--- src/rtl/ifetch.sv ---
// ifetch -- instruction fetch unit.
//
// Owns the fetch program counter and reads 8-bit instructions from a
// request/acknowledge memory port. Up to two prefetched instructions are
// held in a small FIFO and the oldest is presented to the controller.
//
// Ports:
//   clk, rst       clock and synchronous active-high reset
//   fetch          controller consumes the head instruction (ignored when
//                  nothing is valid)
//   jmp, jmp_addr  single-cycle redirect: flush the buffer, refetch at jmp_addr
//   instr, pc      head instruction and its address
//   instr_valid    instr/pc are meaningful
//   mem_req        registered read request, held until mem_ack
//   mem_addr       registered read address, stable while mem_req is high
//   mem_data       read data, taken on the edge where mem_req & mem_ack
//   mem_ack        read completion
module ifetch #(
  parameter logic [15:0] RST_VEC = 16'h0000
) (
  input  logic        clk,
  input  logic        rst,
  input  logic        fetch,
  input  logic        jmp,
  input  logic [15:0] jmp_addr,
  output logic [7:0]  instr,
  output logic        instr_valid,
  output logic [15:0] pc,
  output logic        mem_req,
  output logic [15:0] mem_addr,
  input  logic [7:0]  mem_data,
  input  logic        mem_ack
);

  typedef enum logic [1:0] {IDLE, BUSY, DROP} state_t;

  state_t      state, state_nxt;
  logic [1:0]  count;
  logic [15:0] fpc, fpc_nxt;
  logic        mem_req_nxt;
  logic [15:0] mem_addr_nxt;

  // Entry 0 is the head; entry 1 is the younger instruction.
  logic [15:0] ent_addr [2];
  logic [7:0]  ent_data [2];

  logic        pop, push, room;
  logic [1:0]  kept;
  logic [1:0]  level;

  assign instr_valid = (count != 2'd0);
  assign instr       = ent_data[0];
  assign pc          = ent_addr[0];

  assign pop  = fetch & instr_valid & ~jmp;
  assign push = mem_req & mem_ack & (state == BUSY) & ~jmp;

  // kept = entries surviving this edge before the push lands; it also
  // selects the slot the pushed entry is written into. A request is only
  // in flight while count <= 1, so level never exceeds 2.
  assign kept  = count - {1'b0, pop};
  assign level = kept + {1'b0, push};
  assign room  = (level < 2'd2);

  // Request FSM and fetch pointer next-state logic.
  always_comb begin
    state_nxt    = state;
    mem_req_nxt  = mem_req;
    mem_addr_nxt = mem_addr;
    fpc_nxt      = fpc;

    if (push) begin
      fpc_nxt = fpc + 16'd1;
    end
    if (jmp) begin
      fpc_nxt = jmp_addr;
    end

    case (state)
      IDLE: begin
        // A jump seen in IDLE only moves fpc; the request follows next edge.
        if (!jmp && room) begin
          mem_req_nxt  = 1'b1;
          mem_addr_nxt = fpc;
          state_nxt    = BUSY;
        end
      end
      BUSY: begin
        if (jmp) begin
          // An ack on the jump edge is simply discarded; otherwise the
          // outstanding request must still be drained in DROP.
          if (mem_ack) begin
            mem_req_nxt = 1'b0;
            state_nxt   = IDLE;
          end else begin
            state_nxt = DROP;
          end
        end else if (mem_ack) begin
          if (room) begin
            mem_addr_nxt = fpc + 16'd1;
          end else begin
            mem_req_nxt = 1'b0;
            state_nxt   = IDLE;
          end
        end
      end
      DROP: begin
        if (mem_ack) begin
          mem_req_nxt = 1'b0;
          state_nxt   = IDLE;
        end
      end
      default: begin
        mem_req_nxt = 1'b0;
        state_nxt   = IDLE;
      end
    endcase
  end

  // Registered FSM state, memory port and fetch pointer.
  always_ff @(posedge clk) begin
    if (rst) begin
      state    <= IDLE;
      mem_req  <= 1'b0;
      mem_addr <= RST_VEC;
      fpc      <= RST_VEC;
    end else begin
      state    <= state_nxt;
      mem_req  <= mem_req_nxt;
      mem_addr <= mem_addr_nxt;
      fpc      <= fpc_nxt;
    end
  end

  // Occupancy counter; a jump empties the buffer.
  always_ff @(posedge clk) begin
    if (rst || jmp) begin
      count <= 2'd0;
    end else begin
      count <= level;
    end
  end

  // Buffer storage. A pop shifts entry 1 into the head; a push then writes
  // behind whatever survived, so with count=1 and push+pop together the new
  // entry overwrites the head.
  always_ff @(posedge clk) begin
    if (rst) begin
      ent_addr[0] <= RST_VEC;
      ent_addr[1] <= RST_VEC;
      ent_data[0] <= 8'h00;
      ent_data[1] <= 8'h00;
    end else if (!jmp) begin
      if (pop) begin
        ent_addr[0] <= ent_addr[1];
        ent_data[0] <= ent_data[1];
      end
      if (push) begin
        if (kept == 2'd0) begin
          ent_addr[0] <= mem_addr;
          ent_data[0] <= mem_data;
        end else begin
          ent_addr[1] <= mem_addr;
          ent_data[1] <= mem_data;
        end
      end
    end
  end

endmodule

--- config.mk ---
export PLATFORM = sky130hd
export DESIGN_NAME = ifetch
export DESIGN_NICKNAME = d
export VERILOG_FILES = /design/src/rtl/ifetch.sv
export SDC_FILE = /design/constraint.sdc
export NUM_CORES = 1
export LEC_CHECK = 0
export CAP_MARGIN = 20
export CORE_UTILIZATION = 46
export DETAILED_ROUTE_END_ITERATION = 16
export GPL_TIMING_DRIVEN = 0
export PLACE_DENSITY = 0.72
export SKIP_CTS_REPAIR_TIMING = 1
export SLEW_MARGIN = 20
export SYNTH_ARGS = -nofsm -noshare
export SYNTH_HDL_FRONTEND = slang
export SYNTH_SLANG_ARGS = --single-unit
--- constraint.sdc ---
create_clock -name clk -period 3.69 [get_ports clk]
set_input_delay 0.9225 -clock clk [delete_from_list [all_inputs] [get_ports clk]]
set_output_delay 0.9225 -clock clk [all_outputs]
set_load 0.005 [all_outputs]
== After elaboration in Yosys (flattened, before gate mapping) ==
Memory sizes are Yosys's and may differ from the RTL's.
Index checks and enable logic that the tools add are counted.

* Add/subtract/negate cells: 3
* Magnitude comparators: 1
* Reductions and logical operators: 11
* Muxes and demuxes: 42
* Bitwise gates (word level): 12
* Eq/ne operators: 9

{| class="wikitable"
|+ Operator list
! kind !! number
|-
| 16-bit two-way mux || 9
|-
| 16-bit one-hot mux with 2 select lines || 1
|-
| 8-bit two-way mux || 3
|-
| 1-bit two-way mux || 21
|-
| 16-bit by 1-bit adder with 16-bit output (second input constant) || 1
|-
| 2-bit two-way mux || 6
|-
| 2-bit != test (second input constant) || 5
|-
| 3-bit != test (second input constant) || 2
|-
| 1-bit bitwise OR || 6
|-
| 2-bit one-hot mux with 3 select lines || 1
|-
| 2-bit nonzero test || 3
|-
| 1-bit bitwise AND || 5
|-
| 5-bit AND reduction || 1
|-
| 2-bit zero test || 2
|-
| 4-bit AND reduction || 1
|-
| 1-bit one-hot mux with 3 select lines || 1
|-
| 3-bit AND reduction || 1
|-
| 2-bit by 1-bit adder with 2-bit output || 1
|-
| 2-bit by 1-bit equality test with 1-bit output (second input constant) || 1
|-
| 2-bit equality test (second input constant) || 1
|-
| 2-bit < comparator (second input constant) || 1
|-
| 2-bit by 1-bit subtractor with 2-bit output || 1
|-
| 1-bit logical AND || 1
|-
| 1-bit zero test || 1
|-
| other kinds (2) || 2
|}

* Memories kept: 2
* Bits in writable memories: 48
* Flip-flop bits (word level): 37
* Input bits: 29

{| class="wikitable"
|+ Memory list
! memory !! words !! width !! rd ports !! clocked after memory_dff !! wr ports !! RTL line !! text
|-
| ent_addr || 2 || 16 || 2 || 0 || 2 || 44 || <nowiki>logic [15:0] ent_addr [2];</nowiki>
|-
| ent_data || 2 || 8 || 2 || 0 || 2 || 45 || <nowiki>logic [7:0] ent_data [2];</nowiki>
|}

== Depth between registers and ports, before layout ==
* Word-level depth: 11
* Mapped depth: 11

== Least setup slack after synthesis ==
No wires, ideal clock.

* Path type: input to register
* From: in jmp
* To: mem ent_addr[0][0], enable pin
* Stages on the path: 8
* Slack: 0.215 ns
* Arrival: 3.094 ns
* Buffers on the path: 3
* Setup time: 0.381 ns
* Cell sequence: clkbuf_1 clkbuf_1 nor2_1 ha_1 xnor2_1 nand4_4 buf_2 nand2_1

{| class="wikitable"
|+ RTL lines
! item !! RTL line !! text
|-
| start: declaration || 24 || <nowiki>input logic jmp,</nowiki>
|-
| end: declaration || 44 ||
|}

==> flow_summary.ini <==
[timing]
hold_viol = 0
rsz0062_at_grt = false
fin_crit_sh_pct = 90.4
post-route-min-period_ns = 3.34
max_freq_mhz = 300
setup_ws_ns = 0.353
tightest_slew_ns = 0.900
fin_skew_ns = 0.0115
relSlewSlack_pct = 40.0
drv_slew = 0
setup_viol = 0

[layout]
regArea_um2 = 2180
n_antenna_cell = 0
drive_gt1_share_pct = 18.7
layout_common_cells = 69 x clkdlybuf4s50_1, 57 x nor2_1, 48 x edfxtp_1
area_growth_pct = 23.8
fillers = 796
layout_commonest_cell = clkdlybuf4s50_1
final_util_pct = 59.0
design_area_um2 = 5480
fin_nets = 518
multi_input_area_um2 = 1870

[floorplanning]
pin_count = 71
fp-row-count = 35
initial_utilization_pct = 47.7
floorplan.core_area_um2 = 9280
dieHeight_um = 100
dieWidth_um = 100
die_area_um2 = 10000

[clock_network]
cts_made_buffers = 9
insertion_delay_ns = 0.36
clk_pin_slew_ns = 0.10
cts_tree = built
cts-root-buf = clkbuf_8
clock_sinks = 85
cts_buffer_depth = 2
cts_max_level = 3

[power]
max-vdd-ir-drop_mv = 0.175
clkPwrFrac_pct = 33.0
combPwrFrac_pct = 12.9
p_seq_share_pct = 54.1
internal_power_uw = 1460
power_switching_uw = 556
p_total_uw = 2010
p_per_area_nw_per_um2 = 367
switching_share_pct = 27.6
leakage_uw = 0.00219

[route]
dr.pass1.iters = 4
antenna_left = 0
wl_um = 9110
wl_per_cell_um = 14.7
drt_iter0_drc = 176
vias = 3156
viasPerCell = 5.09
remaining_drc_errors = 0

[run_status]
outcome = complete, no violations

[min_path]
hold_class = reg -> reg

[synth]
yosysTopAreaCell = edfxtp_1
ys.warnings.count = 0
synthDistinctLibCells = 53
syn_inst = 406
syn-num-nets = 438
ys_seq_elements = 85
synth_area_leaders = edfxtp_1 33%, dfxtp_1 17%, mux2i_1 5.4%
synth_top_cell_area_share_pct = 32.6
avgSynthCellArea_um2 = 10.9
syn-cell-area_um2 = 4430
synth-seq-area-share_pct = 49.3

[placement]
place_area_um2 = 5280
hpwlAfterDp_um = 6780
io_buffers = 69
place_congestion = 0.838
dp_slack_ns = -0.343

[worst_setup_path]
rrSetupSlack_ns = 1.05
critical_path.max_fanout = 24
worst_setup_path_start_kind = input pin
cp-end-kind = flop
crit_type = in -> reg
worstPathRequired_ns = 3.69
cp.arrival_ns = 3.34

[job]
drv_cap = 0

[global_route]
antenna_found_initial = 0
grt_max_degree = 25
grt_pass1_vias = 2986
grt_overflow = 0
grt_first_pass_wirelength_um = 14800
grt.total_usage_pct = 19.1
[cell type report]
cell class	count	area share [%]
Timing Repair Buffer	69	12.6
Multi-Input combinational cell	260	34.2
Tap cell	129	2.95
Buffer	53	6.28
Inverter	8	0.548
Sequential cell	85	39.8
Clock buffer	9	2.26
Clock inverter	7	1.39
[flip-flops by register name, indices dropped and copies added (netlist names)]
register,cells
ent_addr,32
count,2
mem_req,1
ent_data,16
fpc,16
mem_addr,16
state,2
[cells in the mapped netlist, drive strengths merged]
cell type / number
and2: 2
clkinv: 1
o21bai: 1
nor4: 10
a211oi: 25
nor2: 61
nand2b: 4
a311oi: 3
a221oi: 3
nor4b: 1
and4b: 1
and3: 24
a21o: 1
o21ai: 8
o32ai: 1
a21oi: 7
nand4: 5
buf: 40
dfxtp: 37
clkbuf: 13
o31ai: 1
nor2b: 1
or3: 2
ha: 3
xnor2: 21
nand4b: 3
nand3: 4
and4: 1
or2: 1
mux2i: 24
edfxtp: 48
o22ai: 2
inv: 7
o21a: 2
nor3: 11
nand2: 20
or4: 3
a31oi: 1
xor2: 2
xor3: 1
[worst paths after layout]
check,depth (start not counted),end,start
setup / recovery,8,ent_addr[0][7]$_SDFFCE_PN0P_,jmp
hold / removal,2,fpc[15]$_SDFFE_PP0P_,fpc[15]$_SDFFE_PP0P_
setup reg to reg,10,mem_addr[10]$_SDFFE_PP0P_,state[0]$_SDFFE_PP0P_
hold reg to reg,2,fpc[15]$_SDFFE_PP0P_,fpc[15]$_SDFFE_PP0P_
[critical path, stage by stage]
cell and delay [ns]:
clkbuf_1 0.35, clkbuf_1 0.43, nor2_1 0.13, ha_1 0.24, xnor2_1 0.31, nand4_4 0.23, buf_2 0.29, nand2_2 0.44
[power by group through the flow]
stage               sequential [uW]  clock, uW  combinational, uW
global placement               1110          0                256
detailed placement             1110          0                260
CTS                            1090        679                262
global route                   1100        712                282
floorplan                      1100          0                146
finish                         1090        664                260
[kinds of logic (layout without fill, tap and decap cells)]
family / count (synthesis) / after routing / share of synthesized area (%)
AOI/OAI and AO/OA: 55 / 55 / 10.1
adders and majority gates: 3 / 3 / 0.848
muxes: 24 / 24 / 5.43
xor gates and xnor gates: 24 / 24 / 5.12
and+or+nand+nor: 154 / 154 / 20.8
buffers and inverters: 61 / 146 / 8.45
DFF: 85 / 85 / 49.3
[metal layers]
layer	global-route usage, %	share of wire (%)
met2	30.7	47
met5	0	0
met1	25.2	47
met3	2.86	4.0
met4	9.92	2.4
[through the flow]
stage	setup TNS, ns	cells	hold WS, ns
floorplan	0	406	0.474
global placement	-5.91	604	0.499
detailed placement	-8.21	604	0.511
CTS	0	620	0.528
global route	0	620	0.563
finish	0	620	0.535
Note: power is estimated with default switching activity, not from simulation.
